==> src/rtl/tftp_pkg.sv <==
// Shared types and constants for the TFTP read-request path.
package tftp_pkg;

  // Parser states, one per field of the request payload plus the response slot.
  typedef enum logic [2:0] {
    S_IDLE,
    S_OP_LO,
    S_NAME,
    S_MODE,
    S_WAIT_END,
    S_DRAIN,
    S_RESPOND
  } state_t;

  // TFTP opcodes.
  localparam logic [15:0] OP_RRQ   = 16'd1;
  localparam logic [15:0] OP_WRQ   = 16'd2;
  localparam logic [15:0] OP_DATA  = 16'd3;
  localparam logic [15:0] OP_ACK   = 16'd4;
  localparam logic [15:0] OP_ERROR = 16'd5;

  // TFTP error codes.
  localparam logic [15:0] ERR_UNDEF      = 16'd0;
  localparam logic [15:0] ERR_NOT_FOUND  = 16'd1;
  localparam logic [15:0] ERR_ILLEGAL_OP = 16'd4;

endpackage

==> src/rtl/tftp_rrq_controller.sv <==
// Per-frame parser for TFTP read requests: checks the opcode, gates the
// filename into the external CRC decoder, bounds the mode string and hands
// one serve/error response to the TX responder.
module tftp_rrq_controller
  import tftp_pkg::*;
#(
  parameter int          MAX_NAME   = 64,
  parameter int          MAX_MODE   = 16,
  parameter logic [15:0] RRQ_OPCODE = OP_RRQ
) (
  input  logic        clk,
  input  logic        reset,
  input  logic [7:0]  in_data,
  input  logic        in_valid,
  input  logic        in_sof,
  input  logic        in_eof,
  output logic        in_ready,
  output logic        fd_reset,
  output logic        fd_en,
  input  logic        fd_valid,
  input  logic [15:0] fd_mem_location,
  input  logic        fd_valid_port,
  output logic        rsp_valid,
  input  logic        rsp_ready,
  output logic        rsp_ok,
  output logic [15:0] rsp_err_code,
  output logic [15:0] rsp_mem_location
);

  localparam int NW = $clog2(MAX_NAME + 1);
  localparam int MW = $clog2(MAX_MODE + 1);

  state_t      state_reg, state_next;
  logic [NW-1:0] name_cnt_reg, name_cnt_next;
  logic [MW-1:0] mode_cnt_reg, mode_cnt_next;
  logic [7:0]  op_hi_reg, op_hi_next;
  logic [15:0] err_reg, err_next;
  logic        mode_first_reg, mode_first_next;
  logic        name_match_reg, port_match_reg;
  logic [15:0] addr_reg;
  logic        rsp_ok_reg, rsp_ok_next;
  logic [15:0] rsp_err_code_reg, rsp_err_code_next;
  logic [15:0] rsp_mem_location_reg, rsp_mem_location_next;

  logic        accept;
  logic        do_resolve;
  logic        do_fail;
  logic        sel_name;
  logic        sel_port;
  logic [15:0] sel_addr;

  // The decoder verdict becomes final on the first MODE cycle; a terminator
  // arriving in that same cycle must see the live decoder outputs.
  assign sel_name = mode_first_reg ? fd_valid      : name_match_reg;
  assign sel_port = mode_first_reg ? fd_valid_port : port_match_reg;
  assign sel_addr = mode_first_reg ? fd_mem_location : addr_reg;

  assign rsp_ok           = rsp_ok_reg;
  assign rsp_err_code     = rsp_err_code_reg;
  assign rsp_mem_location = rsp_mem_location_reg;

  // Next-state, counter and handshake logic for the request parser.
  always_comb begin
    state_next            = state_reg;
    name_cnt_next         = name_cnt_reg;
    mode_cnt_next         = mode_cnt_reg;
    op_hi_next            = op_hi_reg;
    err_next              = err_reg;
    mode_first_next       = 1'b0;
    rsp_ok_next           = rsp_ok_reg;
    rsp_err_code_next     = rsp_err_code_reg;
    rsp_mem_location_next = rsp_mem_location_reg;
    in_ready              = (state_reg != S_RESPOND);
    fd_reset              = (state_reg != S_NAME);
    fd_en                 = 1'b0;
    rsp_valid             = (state_reg == S_RESPOND);
    accept                = in_valid & in_ready;
    do_resolve            = 1'b0;
    do_fail               = 1'b0;

    case (state_reg)
      S_IDLE: begin
        if (accept && in_sof) begin
          if (in_eof) begin
            do_fail = 1'b1;
          end else begin
            op_hi_next = in_data;
            state_next = S_OP_LO;
          end
        end
      end
      S_OP_LO: begin
        if (accept) begin
          if (in_eof) begin
            do_fail = 1'b1;
          end else if ({op_hi_reg, in_data} == RRQ_OPCODE) begin
            name_cnt_next = '0;
            state_next    = S_NAME;
          end else begin
            err_next   = ERR_ILLEGAL_OP;
            state_next = S_DRAIN;
          end
        end
      end
      S_NAME: begin
        fd_en = in_valid;
        if (accept) begin
          name_cnt_next = name_cnt_reg + NW'(1);
          if (in_eof) begin
            do_fail = 1'b1;
          end else if (in_data == 8'h00) begin
            mode_cnt_next   = '0;
            mode_first_next = 1'b1;
            state_next      = S_MODE;
          end else if (name_cnt_next == NW'(MAX_NAME)) begin
            err_next   = ERR_UNDEF;
            state_next = S_DRAIN;
          end
        end
      end
      S_MODE: begin
        if (accept) begin
          mode_cnt_next = mode_cnt_reg + MW'(1);
          if (in_data == 8'h00) begin
            if (in_eof) do_resolve = 1'b1;
            else        state_next = S_WAIT_END;
          end else if (in_eof) begin
            do_fail = 1'b1;
          end else if (mode_cnt_next == MW'(MAX_MODE)) begin
            err_next   = ERR_UNDEF;
            state_next = S_DRAIN;
          end
        end
      end
      S_WAIT_END: begin
        if (accept && in_eof) do_resolve = 1'b1;
      end
      S_DRAIN: begin
        if (accept && in_eof) begin
          rsp_ok_next       = 1'b0;
          rsp_err_code_next = err_reg;
          state_next        = S_RESPOND;
        end
      end
      S_RESPOND: begin
        if (rsp_ready) state_next = S_IDLE;
      end
      default: state_next = S_IDLE;
    endcase

    if (do_resolve) begin
      if (!sel_port) begin
        state_next = S_IDLE;
      end else if (sel_name) begin
        rsp_ok_next           = 1'b1;
        rsp_mem_location_next = sel_addr;
        state_next            = S_RESPOND;
      end else begin
        rsp_ok_next       = 1'b0;
        rsp_err_code_next = ERR_NOT_FOUND;
        state_next        = S_RESPOND;
      end
    end

    if (do_fail) begin
      rsp_ok_next       = 1'b0;
      rsp_err_code_next = ERR_UNDEF;
      state_next        = S_RESPOND;
    end

    // A new frame start mid-frame abandons the old one silently.
    if (accept && in_sof && (state_reg == S_NAME || state_reg == S_MODE ||
                             state_reg == S_WAIT_END || state_reg == S_DRAIN)) begin
      fd_reset        = 1'b1;
      mode_first_next = 1'b0;
      if (in_eof) begin
        rsp_ok_next       = 1'b0;
        rsp_err_code_next = ERR_UNDEF;
        state_next        = S_RESPOND;
      end else begin
        op_hi_next = in_data;
        state_next = S_OP_LO;
      end
    end
  end

  // State, counters and the response holding registers.
  always_ff @(posedge clk or negedge reset) begin
    if (!reset) begin
      state_reg            <= S_IDLE;
      name_cnt_reg         <= '0;
      mode_cnt_reg         <= '0;
      op_hi_reg            <= '0;
      err_reg              <= '0;
      mode_first_reg       <= 1'b0;
      rsp_ok_reg           <= 1'b0;
      rsp_err_code_reg     <= '0;
      rsp_mem_location_reg <= '0;
    end else begin
      state_reg            <= state_next;
      name_cnt_reg         <= name_cnt_next;
      mode_cnt_reg         <= mode_cnt_next;
      op_hi_reg            <= op_hi_next;
      err_reg              <= err_next;
      mode_first_reg       <= mode_first_next;
      rsp_ok_reg           <= rsp_ok_next;
      rsp_err_code_reg     <= rsp_err_code_next;
      rsp_mem_location_reg <= rsp_mem_location_next;
    end
  end

  // Capture the decoder verdict once, on the first cycle after the name terminator.
  always_ff @(posedge clk or negedge reset) begin
    if (!reset) begin
      name_match_reg <= 1'b0;
      port_match_reg <= 1'b0;
      addr_reg       <= '0;
    end else if (state_reg == S_MODE && mode_first_reg) begin
      name_match_reg <= fd_valid;
      port_match_reg <= fd_valid_port;
      addr_reg       <= fd_mem_location;
    end
  end

endmodule

==> config.mk <==
export PLATFORM = sky130hd
export DESIGN_NAME = tftp_rrq_controller
export DESIGN_NICKNAME = d
export VERILOG_FILES = /design/src/rtl/tftp_pkg.sv /design/src/rtl/tftp_rrq_controller.sv
export SDC_FILE = /design/constraint.sdc
export NUM_CORES = 1
export LEC_CHECK = 0
export BUFFER_PORTS_ARGS = -buffer_cell sky130_fd_sc_hd__buf_2
export CAP_MARGIN = 5
export CORE_ASPECT_RATIO = 1.75
export CORE_MARGIN = 4
export CORE_UTILIZATION = 47
export CTS_CLUSTER_SIZE = 10
export DETAILED_ROUTE_END_ITERATION = 8
export PLACE_DENSITY_LB_ADDON = 0.05
export SYNTH_ARGS = -nofsm -noshare
export SYNTH_HDL_FRONTEND = slang
export SYNTH_SLANG_ARGS = --single-unit
==> constraint.sdc <==
create_clock -name clk -period 2.6 [get_ports clk]
set_input_delay 0.13 -clock clk [delete_from_list [all_inputs] [get_ports clk]]
set_output_delay 0.13 -clock clk [all_outputs]
set_load 0.1 [all_outputs]
Yosys cells after proc, flatten, opt, wreduce, memory -nomap -nowiden:

Index checks and enable logic that the tools add are counted.

* register bits after elaboration: 91
* input bits: 32
* output and inout port bits: 37
* word-level logic and storage cells: 155

* add/sub/neg operators: 2
* eq/ne operators: 37
* multiplexer cells: 85
* bitwise operators: 1
* reductions and logical operators: 18

Operator list (count)
* 2-to-1 mux 16 bit: 20
* 2-to-1 mux 3 bit: 21
* case mux 16 bit (3 select lines): 1
* 2-to-1 mux 8 bit: 5
* 2-to-1 mux 7 bit: 4
* inequality test 2 bit (second input constant): 13
* 2-to-1 mux 1 bit: 25
* inequality test 5 x 4 -> 1 bit (second input constant): 5
* case mux 3 bit (7 select lines): 1
* 2-to-1 mux 5 bit: 4
* inequality test 5 bit (second input constant): 4
* == test 16 x 1 -> 1 bit (second input constant): 1
* case mux 7 bit (2 select lines): 1
* AND reduction 13 bit: 1
* inequality test 6 x 5 -> 1 bit (second input constant): 2
* AND reduction 12 bit: 1
* case mux 5 bit (2 select lines): 1
* AND reduction 5 bit: 2
* == test 3 bit (second input constant): 3
* logical NOT 8 bit: 1
* adder 7 x 1 -> 7 bit (second input constant): 1
* == test 7 bit (second input constant): 1
* == test 3 x 2 -> 1 bit (second input constant): 2
* adder 5 x 1 -> 5 bit (second input constant): 1
* 16 further kinds: 22

Logic depth before layout (Yosys ltp):

* word-level depth: 11
* depth in mapped cells: 9
* mapped depth without buffers: 7

Worst setup path before layout:

OpenSTA, ideal clock, no wires.

* kind: reg2reg
* start: register state_reg[2]
* end: register mode_first_reg
* library setup time: 0.103 ns
* arrival time: 3.558 ns
* data required time: 2.497 ns
* slack: -1.061 ns
* cell stages (with the launch flop): 7
* path buffers: 1
* clock period less this slack: 3.661 ns
* cells stage by stage: dfrtp_1 > clkbuf_1 > nand3b_1 > inv_1 > or3_1 > nand2_1 > nor3_1

* elaborated cells on any way between the ends: 14
* classes of those cells: 5 x eq/ne; 3 x mux; 1 x bitwise; 5 x reduce/logical

RTL lines
* from (decl): line tftp_rrq_controller.sv:33 `state_t state_reg, state_next;`
* from (signal assigned): line tftp_rrq_controller.sv:200 `state_reg <= state_next;`
* inequality test 3 bit (*): line tftp_rrq_controller.sv:73 `in_ready = (state_reg != S_RESPOND);`
* net in_ready: line tftp_rrq_controller.sv:17 `output logic in_ready,`
* AND 1 bit (*): line tftp_rrq_controller.sv:77 `accept = in_valid & in_ready;`
* 2-to-1 mux 1 bit or logical AND 1 bit (tied branches): line tftp_rrq_controller.sv:107, tftp_rrq_controller.sv:172
* 2-to-1 mux 1 bit or logical AND 1 bit (tied branches): line tftp_rrq_controller.sv:81, tftp_rrq_controller.sv:172
* 2-to-1 mux 1 bit (*): line tftp_rrq_controller.sv:172 `if (accept && in_sof && (state_reg == S_NAME || state_reg == S_MODE ||`
* net mode_first_next: line tftp_rrq_controller.sv:38 `logic mode_first_reg, mode_first_next;`
* to (signal assigned): line tftp_rrq_controller.sv:205 `mode_first_reg <= mode_first_next;`
* to (decl): line tftp_rrq_controller.sv:38

The timed path passes the listed nets; every way through them passes the cells marked *.
A chain may end at the register's enable or synchronous reset.

Final worst setup path:

* start: register state_reg[2]
* end: output fd_reset

* word-level cells in the longest chain between the ends: 6
* elaborated cells on any way between the ends: 13
* classes of those cells: 6 x eq/ne; 1 x mux; 1 x bitwise; 5 x reduce/logical

Ends and longest elaborated chain
* == test 3 x 2 -> 1 bit: line tftp_rrq_controller.sv:172
* logical OR 1 bit (2 in a row): line tftp_rrq_controller.sv:172
* logical OR 1 bit: line tftp_rrq_controller.sv:173 `state_reg == S_WAIT_END || state_reg == S_DRAIN)) begin`
* logical AND 1 bit: line tftp_rrq_controller.sv:172
* 2-to-1 mux 1 bit (*): line tftp_rrq_controller.sv:172
* to (decl): line tftp_rrq_controller.sv:18 `output logic fd_reset,`

Every way passes the cells marked *; elsewhere a longest branch is shown, timed or not.

==> flow_metrics.env <==
export IMPL_outcome="complete, no violations"
export IMPL_drive_above_1_share_pct=30.7
export IMPL_fp_row_count=42
export IMPL_detail_route_vias_per_cell=5.68
export IMPL_remaining_drc_errors=0
export IMPL_slew_violations=0
export IMPL_report_final_setup_viol=0
export IMPL_floorplan_initialDensity_pct=49.0
export IMPL_global_route_peak_usage_layer="met2"
export IMPL_final_min_clock_period_ns=2.49
export IMPL_number_of_library_cell_types_mapped_by_synthesis=53
export IMPL_clock_latency_ns=0.33
export IMPL_timing_hold_ws_ns=0.0405
export IMPL_antenna_diode_count=0
export IMPL_antenna_found_initial=0
export IMPL_grt_setup_unrepaired="false"
export IMPL_achievable_frequency_mhz=401
export IMPL_die_width_um=75.6
export IMPL_fin_skew_ns=0.00346
export IMPL_clock_sinks=76
export IMPL_worst_setup_hold_path_clk_slew_ns=0.06
export IMPL_number_of_cells_in_the_design_after_placement=521
export IMPL_cts_made_buffers=9
export IMPL_power_density_mw_per_mm2=1130
export IMPL_synth_most_common_cell="dfrtp_1"
export IMPL_grtUsageMet2_pct=34.9
export IMPL_post_synth_inst_count=368
export IMPL_reg2reg_setup_slack_ns=0.24
export IMPL_postCtsResizedCells=0
export IMPL_worst_path_max_delay_cell="dfrtp_1"
export IMPL_power_leakage_nw=2.11
export IMPL_numPortBuffers=68
export IMPL_beginning_of_the_critical_path="state_reg[2]"
export IMPL_final_hold_violation_count=0
export IMPL_grt_ovfl_total=0
export IMPL_drt_antenna_violating_nets=0
export IMPL_min_delay_path_class="input pin to flip-flop"
export IMPL_worst_endpoint_arrival_ns=2.36
export IMPL_p_total_mw=5.14
export IMPL_syn2layout_area_growth_pct=21.3
export IMPL_slew_headroom_pct=37.0
export IMPL_number_of_flip_flops_and_latches_in_the_synthesized_netlist=76
export IMPL_postSynth_asyncResetShare_pct=100
export IMPL_wl_per_cell_um=16.6
export IMPL_most_common_library_cells_after_synthesis="76 x dfrtp_1, 56 x nand2_1, 28 x mux2_2, 26 x o21ai_0, 24 x nor3_1"
export IMPL_instances_no_fill=537
export IMPL_core_area_mm2=0.00767
export IMPL_synth_nets=403
export IMPL_number_of_hold_buffers_added_after_cts=1
export IMPL_pin_count=69
export IMPL_cp_top_family="buffers and inverters"
export IMPL_drv_cap=0
export IMPL_cts_tree="yes"
export IMPL_synthesis_area_mm2=0.00376
export IMPL_totalWireLength_um=8940
export IMPL_critical_path_fanout_max=11
export IMPL_postLayoutCoreUtil_pct=59.5
export IMPL_finalWeightedCongestion=0.918
export IMPL_worst_ep_required_time_ns=2.47
export IMPL_postSynth_topFlopCell="dfrtp_1"
export IMPL_dieHeight_um=126
export IMPL_worst_pin_slew_ns=0.945
export IMPL_synth_avg_cell_area_um2=10.2
export IMPL_drt_first_iter_violations=206
export IMPL_grt_use_met3_pct=4.59
export IMPL_worstPathBufferInverterCount=2
export IMPL_final_min_period_over_clock_period_pct=95.9
export IMPL_grt_met1_usage_pct=22.4
export IMPL_cts_htree_levels=3
export IMPL_first_global_vias=2981
export IMPL_yosysTopAreaCell="dfrtp_1"
export IMPL_detailed_route_via_count=3051
export IMPL_cpPeakStageDelay_ns=0.50
export IMPL_nature_of_the_critical_path_startpoint="flip-flop"
export IMPL_top_post_synthesis_cells_by_area="dfrtp_1 51%, mux2_2 8.4%, nand2_1 5.6%, mux2i_1 5.1%, o21ai_0 3.5%"
export IMPL_postCtsSetupBuffers=0
export IMPL_final_nets=480
export IMPL_ctsLongestPathBuffers=2
export IMPL_irDropWorstVdd_mv=0.503
export IMPL_synth_largest_type_area_fraction_pct=50.6
export IMPL_hold_path_startpoint="fd_mem_location[12]"
export IMPL_number_of_enable_type_register_cells_in_the_synthesized_netlist=0
export IMPL_detailedPlacementHpwl_um=6660
export IMPL_criticalPathCategory="flip-flop to output port"
export IMPL_maximum_number_of_pins_on_one_net_before_global_route_repair=77
export IMPL_endpoint_kind="output port"
export IMPL_reg2reg_from="state_reg[2]"
export IMPL_clockRootBuffer="clkbuf_16"
export IMPL_grt_first_pass_wirelength_um=14600
export IMPL_gr_usage_all_layers_pct=20.1
export IMPL_synth_seq_area_share_pct=50.6
export IMPL_floorplan_die_area_mm2=0.00955
export IMPL_fillers=681
export IMPL_worst_path_cell_trace="inv_1 > ha_1 > or3_4 > nand2_2 > buf_2"
export IMPL_yosys_warnings=0
export IMPL_drt_pass1_iter_count=5
## metal layers
| metal | vias up | wire (um) |
|---|---|---|
| met5 | - | 0 |
| met4 | 0 | 299 |
| met3 | 20 | 481 |
| met2 | 92 | 4840 |
| met1 | 1458 | 3320 |
| li1 | 1481 | - |
## cell type report
class,count,area [um^2],area share (%)
Clock buffer,9,225,4.94
Clock inverter,6,90.1,1.97
Inverter,7,30.0,0.658
Multi-Input combinational cell,267,1720,37.8
Sequential cell,76,1900,41.7
Tap cell,88,110,2.41
Timing Repair Buffer,84,480,10.5
## kinds of logic after synthesis
| family | Yosys count | share of synthesized area, % |
|---|---|---|
| AND/OR/NAND/NOR | 137 | 17.5 |
| XOR/XNOR | 2 | 0.466 |
| buffers and inverters | 25 | 3.76 |
| multiplexers | 49 | 14.2 |
| AO/OA/AOI/OAI | 76 | 12.4 |
| adder cells (fa/ha/maj) | 3 | 0.998 |
| flip-flops | 76 | 50.6 |
## final timing paths
kind                                   endpoint  depth (start not counted)
max reg2reg                        state_reg[1]                          7
min reg2reg                rsp_mem_location[10]                          2
min in group asynchronous  rsp_mem_location[13]                          2
max in group asynchronous       rsp_err_code[6]                          2
max                                    fd_reset                          5
min                                addr_reg[12]                          2
## where the power goes
| group | leakage [nW] | internal, mW | switching (mW) |
|---|---|---|---|
| registers | 0.973 | 1.44 | 0.181 |
| logic | 0.989 | 0.595 | 1.61 |
| clock network | 0.151 | 0.836 | 0.480 |
| total | 2.11 | 2.87 | 2.27 |
## placed cells by master, fill, tap and decap left out, drive strengths merged, types with 4 or more instances in the layout
| cell | instances |
|---|---|
| dfrtp | 76 |
| clkinv | 4 |
| nor2b | 4 |
| nor2 | 18 |
| buf | 83 |
| nand2 | 56 |
| mux2 | 30 |
| a31oi | 6 |
| o21ai | 39 |
| nand3 | 8 |
| mux2i | 19 |
| clkbuf | 9 |
| inv | 5 |
| nor3 | 24 |
| a21oi | 9 |
| nand2b | 4 |
| o31ai | 4 |
## through the flow
| stage | TNS [ns] | instance area, um^2 | setup WS [ns] |
|---|---|---|---|
| floorplan | -19.11 | 3770 | -0.986 |
| global placement | 0 | 4240 | 0.306 |
| detailed placement | 0 | 4240 | 0.279 |
| CTS | 0 | 4560 | 0.121 |
| global route | 0 | 4560 | 0.00210 |
| finish | 0 | 4560 | 0.107 |
No activity file was read; power rests on OpenSTA's default activity.
